`config.mk`:
```
export PLATFORM = sky130hd
export DESIGN_NAME = io_port_ctrl
export DESIGN_NICKNAME = d
export VERILOG_FILES = /design/src/rtl/io_port_pkg.sv /design/src/rtl/io_fifo.sv /design/src/rtl/io_port_ctrl.sv
export SDC_FILE = /design/constraint.sdc
export NUM_CORES = 1
export LEC_CHECK = 0
export BUFFER_PORTS_ARGS = -buffer_cell sky130_fd_sc_hd__buf_2
export CORE_AREA = 3 3 175 177
export DETAILED_ROUTE_END_ITERATION = 8
export DIE_AREA = 0 0 178 180
export PLACE_DENSITY = 0.62
export SETUP_SLACK_MARGIN = 0.02
export SLEW_MARGIN = 25
export SYNTH_ARGS = -nofsm -noshare
export SYNTH_HDL_FRONTEND = slang
export SYNTH_SLANG_ARGS = --single-unit
```
`constraint.sdc`:
```
create_clock -name clk -period 4.7 [get_ports clk]
set_input_delay 0.94 -clock clk [delete_from_list [all_inputs] [get_ports clk]]
set_output_delay 0.94 -clock clk [all_outputs]
set_load 0.05 [all_outputs]
```
`src/rtl/io_port_pkg.sv`:
```
// rtl/io_port_pkg.sv - shared defaults and helpers for the buffered I/O port controller
package io_port_pkg;

    localparam int IO_DATA_W      = 16;
    localparam int IO_DEPTH       = 4;
    localparam int IO_NUM_PORTS   = 2;
    localparam int IO_STALL_CNT_W = 16;

    // channel-select width: at least one bit even for a single channel
    function automatic int sel_width(input int n);
        return (n <= 2) ? 1 : $clog2(n);
    endfunction

endpackage

```
`src/rtl/io_fifo.sv`:
```
// rtl/io_fifo.sv - synchronous FIFO with push/pop/full/empty/head/count, async active-high reset
module io_fifo
    import io_port_pkg::*;
#(
    parameter  int DATA_W = IO_DATA_W,
    parameter  int DEPTH  = IO_DEPTH,
    localparam int AW     = $clog2(DEPTH),
    localparam int CNT_W  = AW + 1
) (
    input  logic              clk,
    input  logic              rst,
    input  logic              i_push,
    input  logic [DATA_W-1:0] i_push_data,
    input  logic              i_pop,
    output logic              o_full,
    output logic              o_empty,
    output logic [DATA_W-1:0] o_head,
    output logic [CNT_W-1:0]  o_count
);

    logic [DATA_W-1:0] r_mem [DEPTH];
    logic [AW-1:0]     r_wr_ptr;
    logic [AW-1:0]     r_rd_ptr;
    logic [CNT_W-1:0]  r_count;
    logic              w_do_push;
    logic              w_do_pop;

    // full blocks a push even when a pop happens on the same edge
    assign o_full    = (r_count == CNT_W'(DEPTH));
    assign o_empty   = (r_count == '0);
    assign w_do_push = i_push & ~o_full;
    assign w_do_pop  = i_pop & ~o_empty;
    assign o_head    = o_empty ? '0 : r_mem[r_rd_ptr];
    assign o_count   = r_count;

    // storage write; contents need no reset since head is masked while empty
    always_ff @(posedge clk) begin
        if (w_do_push) begin
            r_mem[r_wr_ptr] <= i_push_data;
        end
    end

    // pointer and occupancy update; power-of-two depth lets pointers wrap naturally
    always_ff @(posedge clk or posedge rst) begin
        if (rst) begin
            r_wr_ptr <= '0;
            r_rd_ptr <= '0;
            r_count  <= '0;
        end else begin
            if (w_do_push) r_wr_ptr <= r_wr_ptr + 1'b1;
            if (w_do_pop)  r_rd_ptr <= r_rd_ptr + 1'b1;
            case ({w_do_push, w_do_pop})
                2'b10:   r_count <= r_count + 1'b1;
                2'b01:   r_count <= r_count - 1'b1;
                default: r_count <= r_count;
            endcase
        end
    end

endmodule

```
`src/rtl/io_port_ctrl.sv`:
```
// rtl/io_port_ctrl.sv - buffered multi-channel IN/OUT port controller with pipeline stall; optional IO_PORT_STATS_EN stall counter
module io_port_ctrl
    import io_port_pkg::*;
#(
    parameter  int DATA_W    = IO_DATA_W,
    parameter  int DEPTH     = IO_DEPTH,
    parameter  int NUM_PORTS = IO_NUM_PORTS,
    localparam int SEL_W     = sel_width(NUM_PORTS)
) (
    input  logic                          clk,
    input  logic                          reset,
    input  logic [NUM_PORTS-1:0]          ext_in_valid,
    input  logic [NUM_PORTS*DATA_W-1:0]   ext_in_data,
    output logic [NUM_PORTS-1:0]          ext_in_ready,
    input  logic                          in_req,
    input  logic [SEL_W-1:0]              in_sel,
    output logic [DATA_W-1:0]             in_rd_data,
    input  logic                          out_req,
    input  logic [SEL_W-1:0]              out_sel,
    input  logic [DATA_W-1:0]             out_wr_data,
    output logic                          stall,
    output logic [NUM_PORTS-1:0]          ext_out_valid,
    output logic [NUM_PORTS*DATA_W-1:0]   ext_out_data,
    input  logic [NUM_PORTS-1:0]          ext_out_ack,
    output logic [IO_STALL_CNT_W-1:0]     stall_cycles
);

    localparam int CNT_W = $clog2(DEPTH) + 1;

    logic [NUM_PORTS-1:0] w_in_full;
    logic [NUM_PORTS-1:0] w_in_empty;
    logic [NUM_PORTS-1:0] w_in_pop;
    logic [DATA_W-1:0]    w_in_head [NUM_PORTS];
    logic [CNT_W-1:0]     w_in_cnt  [NUM_PORTS];

    logic [NUM_PORTS-1:0] w_out_full;
    logic [NUM_PORTS-1:0] w_out_empty;
    logic [NUM_PORTS-1:0] w_out_push;
    logic [CNT_W-1:0]     w_out_cnt [NUM_PORTS];

    logic                 w_sel_in_empty;
    logic                 w_sel_out_full;
    logic [DATA_W-1:0]    w_sel_in_head;

    genvar g;
    generate
        for (g = 0; g < NUM_PORTS; g++) begin : g_chan
            // producer-facing input FIFO; popped by IN instructions in decode
            assign w_in_pop[g] = in_req & (in_sel == SEL_W'(g)) & ~w_in_empty[g];

            io_fifo #(.DATA_W(DATA_W), .DEPTH(DEPTH)) u_in_fifo (
                .clk         (clk),
                .rst         (reset),
                .i_push      (ext_in_valid[g]),
                .i_push_data (ext_in_data[g*DATA_W +: DATA_W]),
                .i_pop       (w_in_pop[g]),
                .o_full      (w_in_full[g]),
                .o_empty     (w_in_empty[g]),
                .o_head      (w_in_head[g]),
                .o_count     (w_in_cnt[g])
            );

            // consumer-facing output FIFO; pushed by OUT instructions in execute
            assign w_out_push[g] = out_req & (out_sel == SEL_W'(g)) & ~w_out_full[g];

            io_fifo #(.DATA_W(DATA_W), .DEPTH(DEPTH)) u_out_fifo (
                .clk         (clk),
                .rst         (reset),
                .i_push      (w_out_push[g]),
                .i_push_data (out_wr_data),
                .i_pop       (ext_out_ack[g]),
                .o_full      (w_out_full[g]),
                .o_empty     (w_out_empty[g]),
                .o_head      (ext_out_data[g*DATA_W +: DATA_W]),
                .o_count     (w_out_cnt[g])
            );

            assign ext_in_ready[g]  = ~w_in_full[g];
            assign ext_out_valid[g] = ~w_out_empty[g];
        end
    endgenerate

    // channel select: a select beyond NUM_PORTS matches nothing, so it neither stalls nor returns data
    always_comb begin
        w_sel_in_empty = 1'b0;
        w_sel_in_head  = '0;
        w_sel_out_full = 1'b0;
        for (int k = 0; k < NUM_PORTS; k++) begin
            if (in_sel == SEL_W'(k)) begin
                w_sel_in_empty = (w_in_cnt[k] == '0);
                w_sel_in_head  = w_in_head[k];
            end
            if (out_sel == SEL_W'(k)) begin
                w_sel_out_full = (w_out_cnt[k] == CNT_W'(DEPTH));
            end
        end
    end

    assign in_rd_data = w_sel_in_head;
    assign stall      = (in_req & w_sel_in_empty) | (out_req & w_sel_out_full);

`ifdef IO_PORT_STATS_EN
    logic [IO_STALL_CNT_W-1:0] r_stall_cycles;

    // saturating count of stalled cycles, cleared only by reset
    always_ff @(posedge clk or posedge reset) begin
        if (reset) begin
            r_stall_cycles <= '0;
        end else if (stall && (r_stall_cycles != '1)) begin
            r_stall_cycles <= r_stall_cycles + 1'b1;
        end
    end

    assign stall_cycles = r_stall_cycles;
`else
    assign stall_cycles = '0;
`endif

endmodule
```
== Word level (Yosys, flattened, before mapping) ==
Memory sizes are Yosys's and may differ from the RTL's.
Index checks and enable logic that the tools add are counted.
Word-level totals
  memories: 4
  register bits after elaboration: 28
  memory bits (writable): 256
  word-level logic and storage cells: 100
Cells by class
  bitwise operators: 29
  reductions and logical operators: 8
  muxes and demuxes: 19
  eq/ne operators: 12
  $add $sub $neg: 16
Memories
  g_chan[0].u_in_fifo.r_mem: words 4, bits a word 16, read ports 1, clocked after Yosys merged registers in 0, wr ports 1, line io_fifo.sv:21  | logic [DATA_W-1:0] r_mem [DEPTH];
  g_chan[0].u_out_fifo.r_mem: words 4, bits a word 16, read ports 1, clocked after Yosys merged registers in 0, wr ports 1, line io_fifo.sv:21
  g_chan[1].u_in_fifo.r_mem: words 4, bits a word 16, read ports 1, clocked after Yosys merged registers in 0, wr ports 1, line io_fifo.sv:21
  g_chan[1].u_out_fifo.r_mem: words 4, bits a word 16, read ports 1, clocked after Yosys merged registers in 0, wr ports 1, line io_fifo.sv:21
Operators with widths (number)
  16-bit two-way mux: 5
  3-bit one-hot mux with 2 select lines: 4
  1-bit AND: 18
  2-bit by 1-bit adder with 2-bit output, second input constant: 8
  3-bit by 1-bit adder with 3-bit output, second input constant: 4
  3-bit == test, second input constant: 4
  3-bit logical NOT: 4
  3-bit by 1-bit subtractor with 3-bit output, second input constant: 4
  1-bit two-way mux: 10
  1-bit NOT: 10
  2-bit by 1-bit == test with 1-bit output, second input constant: 4
  2-bit == test, second input constant: 4
  2-bit nonzero test: 4
  1-bit OR: 1

== Longest topological paths before layout ==
  depth in word-level cells: 6
  depth in mapped cells: 9

== Cells and area by module ==
A second synthesis with hierarchy kept.
Second synthesis, totals
  cell total of the unflattened synthesis: 612
  area, all modules: 12255.5 µm²
Modules (own cells, without submodules)
  io_fifo: area an instance 2959.1 µm², cells an instance 140, sequential area each 2097.0 µm², instances 4
  io_port_ctrl: area an instance 419.2 µm², cells an instance 52, sequential area each 0.0 µm², instances 1

== Worst setup path after synthesis ==
No wires, ideal clock.
  path type: input port to output port
  start: input port out_sel
  end: output port stall
  arrival time: 2.283 ns
  setup slack: 1.477 ns
  buffers on the path: 0
  required time: 3.760 ns
  stages: 2
  path through: o31a_1 -> o32ai_1
On the way
  word-level cells in the longest chain between the ends: 3
Ends and longest elaborated chain
  start, declared: line io_port_ctrl.sv:19  | input logic [SEL_W-1:0] out_sel,
  1-bit two-way mux: line io_port_ctrl.sv:93  | if (out_sel == SEL_W'(k)) begin
  1-bit AND: line io_port_ctrl.sv:100  | assign stall = (in_req & w_sel_in_empty) | (out_req & w_sel_out_full);
  1-bit OR: line io_port_ctrl.sv:100
  end, declared: line io_port_ctrl.sv:21  | output logic stall,
Every way passes these cells.

== Final worst setup path ==
  start: register g_chan[0].u_in_fifo.r_rd_ptr[0]
  end: output port in_rd_data[5]
On the way
  word-level cells in the longest chain between the ends: 3
Ends and longest elaborated chain
  start, declared: line io_fifo.sv:23  | logic [AW-1:0] r_rd_ptr;
  start signal, assigned: line io_fifo.sv:51  | if (w_do_pop) r_rd_ptr <= r_rd_ptr + 1'b1;
  memory 4 x 16 bit
  16-bit two-way mux: line io_fifo.sv:33  | assign o_head = o_empty ? '0 : r_mem[r_rd_ptr];
  16-bit two-way mux: line io_port_ctrl.sv:89  | if (in_sel == SEL_W'(k)) begin
  end, declared: line io_port_ctrl.sv:17  | output logic [DATA_W-1:0] in_rd_data,
Every way passes these cells.

==> run metrics <==
FF-to-FF Start=g_chan[1].u_in_fifo.o_count[0]$_DFFE_PP0P_; switching power=3.329 mW; Arr. time, crit path=2.58 ns; PostCTS Resize Cnt=0; count leader, synth=edfxtp_1; GP Congestion=0.7117; die area=around 32000 um^2; P_leak=4.822 nW; post-DR wirelength/cell=between 15 and 20 um; Post-Syn Area=approximately 12000 um^2; Post-DP HPWL=~14 mm; Sequential Power Share=40.5%; maxcap violations=0; IO buf count=110; flop2flop setup slack=2.15 ns; combinational group share of total power=35.2%; synthesized area per cell=20.50 um^2; met1 Use GR=17.26%; FF+latch count, synth=284; top cells by area, synth=edfxtp_1, mux4_2, dfrtp_1, mux4_1, and2_1; Clock Sinks=284; R2R Path End=g_chan[1].u_in_fifo.o_count[2]$_DFFE_PP0P_; M2 GR Usage=between 20% and 30%; # DRC=0; initial antenna violation count=2; Pre-Repair DR Iteration Count=4; Req. time, crit path=approximately 3.8 ns; # hold bufs at CTS=0; Top Family by Delay on Critical Path=flip-flops; Switching Share=36.74%; layout cells sized above 1=28.85%; met3 usage=2.852%; Fin Clk Skew=0.009620 ns; sequential area share after synthesis=72.55%; cell taking the most area after synthesis=edfxtp_1; Slew HR=32.48%; Finish-stage setup viols=0; Final Util=45.33%; TritonCTS Buffers=30; vias after detailed routing=~5400; crit path capture type=output port; Final ANT Viol Nets=0; synthesized netlist cell count=approximately 560; Final Net Count=766; fin. max-slew vios=0; number of library cell types mapped by synthesis=35; CTS tree=done; First DRT Iteration DRCs=301; area of the multi-input gates=2848 um^2; setup repair bufs after CTS=0; GR Util All Layers=between 10% and 20%; largest net degree at the start of global routing=29; EDFF count, synth=256; CTS root buf=clkbuf_16; clock slew at reported path FFs=0.06 ns; area grow syn2layout=15.27%; VDD IR max=461.8 uV; area share of the largest cell type after synthesis=approximately 66%; num rows=63; Synth top cells by count=edfxtp_1, and2_1, mux4_2; Crit-path slowest cell=dfrtp_1; top-level I/O count=~130; crit path time final=between 3 and 4 ns; vias in the first global route=5964; actual slew at the worst max-slew pin=1.013 ns; Core Box Area=29400 um^2; ant diodes=0; Power per Cell Area=679.9 nW/um^2; Ys Warns=0; Fmax=roughly 280 MHz; Vias per Instance=slightly below 5; first-pass GRT wire length=33.82 mm; initial core utilization=39.32%; crit-path cells=mux4_1, a22o_1, buf_2; most used routing layer=met2; ys flop type=edfxtp_1; Final Hold Fails=0; FILL cells=2517; H-tree Lvls=1; clk_lat worst skew=0.53 ns; Synth async-reset ratio=under 10%; maximum fanout along the worst path=18; unrepaired setup endpoints after global routing=false; CP Buf/Inv Count=1; Clk network pwr share=24.3%; CP max stage delay=0.93 ns; FF/Latch Area=8391 um^2; Die W=178 um; CTS Buffer Depth=3; Cell Int Power=5.732 mW; Reg2Reg Depth=8; Hold Crit Class=in2async; total wire length=21.70 mm; final period utilization=74.94%; TNS Setup=0 ns; status=complete, no violations; die height=180 um; Critical Path Start Type=flip-flop; total congestion overflow=0; Worst Setup Path Type=reg2out
==> cells by family (layout without fill, tap and decap cells) <==
| kind of cell | Yosys count | in the layout | share of synthesized area [%] |
|---|---|---|---|
| AOI/OAI and AO/OA | 22 | 22 | 1.677 |
| xor gates and xnor gates | 24 | 24 | 1.818 |
| adders and majority gates | 24 | 24 | 2.857 |
| buffers and inverters | 66 | 194 | 3.301 |
| DFF | 284 | 284 | 72.55 |
| muxes | 72 | 72 | 13.98 |
| other | 1 | 16 | 0.03244 |
| and+or+nand+nor | 71 | 71 | 3.777 |
==> layout make-up <==
class / count / share of cell area, %
clock buffers: 41 / 6.103
multi-input cells: 229 / 21.37
inverters: 27 / 0.7605
well taps: 390 / 3.662
flip-flops and latches: 284 / 62.96
clock inverters: 14 / 0.9013
repair buffers: 112 / 4.244
==> power by group through the flow <==
stage / Clock, mW / Combinational [mW] / Sequential (mW)
final: 2.20 / 3.19 / 3.67
after global routing: 2.36 / 3.41 / 3.74
after CTS: 2.26 / 3.25 / 3.69
after detailed placement: 0 / 3.23 / 3.74
after global placement: 0 / 3.18 / 3.70
after floorplan: 0 / 2.79 / 3.42
==> flip-flops by register name, summed over array words and instances (netlist names) <==
signal                      count
g_chan.u_out_fifo.r_wr_ptr      4
g_chan.u_in_fifo.r_wr_ptr       4
g_chan.u_out_fifo.r_rd_ptr      4
g_chan.u_in_fifo.r_rd_ptr       4
g_chan.u_out_fifo.o_count       6
g_chan.u_out_fifo.r_mem       128
g_chan.u_in_fifo.r_mem        128
g_chan.u_in_fifo.o_count        6
==> through the flow <==
| step | area, um^2 | setup WS, ns | hold slack [ns] | total power, mW | cells |
|---|---|---|---|---|---|
| global placement | 12390 | 1.444 | 0.4778 | 6.883 | 1042 |
| global route | 13330 | 1.076 | 0.5196 | 9.515 | 1097 |
| CTS | 13330 | 0.8864 | 0.4846 | 9.193 | 1097 |
| finish | 13330 | 1.178 | 0.4804 | 9.061 | 1097 |
| detailed placement | 12390 | 1.426 | 0.4867 | 6.969 | 1042 |
| floorplan | 11620 | 1.477 | 0.4564 | 6.210 | 579 |
==> layout by cell type, fill, tap and decap left out, types with 3 or more instances in the layout <==
cell type | synthesis | routed
a22o_1 | 16 | 16
and2_1 | 43 | 43
and3_1 | 8 | 8
buf_2 | 10 | 110
clkbuf_1 | 5 | 10
clkbuf_16 | 0 | 31
clkinv_1 | 0 | 4
clkinv_2 | 0 | 6
conb_1 | 1 | 16
dfrtp_1 | 28 | 26
edfxtp_1 | 256 | 256
fa_1 | 4 | 4
ha_1 | 20 | 20
inv_1 | 27 | 26
mux2_2 | 3 | 3
mux2i_1 | 4 | 4
mux4_1 | 24 | 24
mux4_2 | 40 | 40
nand3_1 | 3 | 3
nor2_1 | 6 | 6
xnor2_1 | 12 | 12
xor2_1 | 12 | 12
==> how the worst max path moves through the flow <==
stage | startpoint | to | slack (ns) | cells after the start
5_1_grt | g_chan[0].u_in_fifo.r_rd_ptr[0]$_DFFE_PP0P_ | in_rd_data[5] | 1.08 | 3
2_1_floorplan | out_sel | stall | 1.48 | 2
4_1_cts | g_chan[1].u_in_fifo.r_rd_ptr[0]$_DFFE_PP0P_ | in_rd_data[5] | 0.89 | 3
6_report | g_chan[0].u_in_fifo.r_rd_ptr[0]$_DFFE_PP0P_ | in_rd_data[5] | 1.18 | 3
3_3_place_gp | in_sel | stall | 1.44 | 5
3_5_place_dp | in_sel | stall | 1.43 | 5
==> per-layer routing <==
layer,up-vias,share of wire [%]
met5,-,0.12
met4,4,1.3
met3,24,5.3
met2,137,52
met1,2836,41
li1,2435,-
Note: power is estimated with default switching activity, not from simulation.
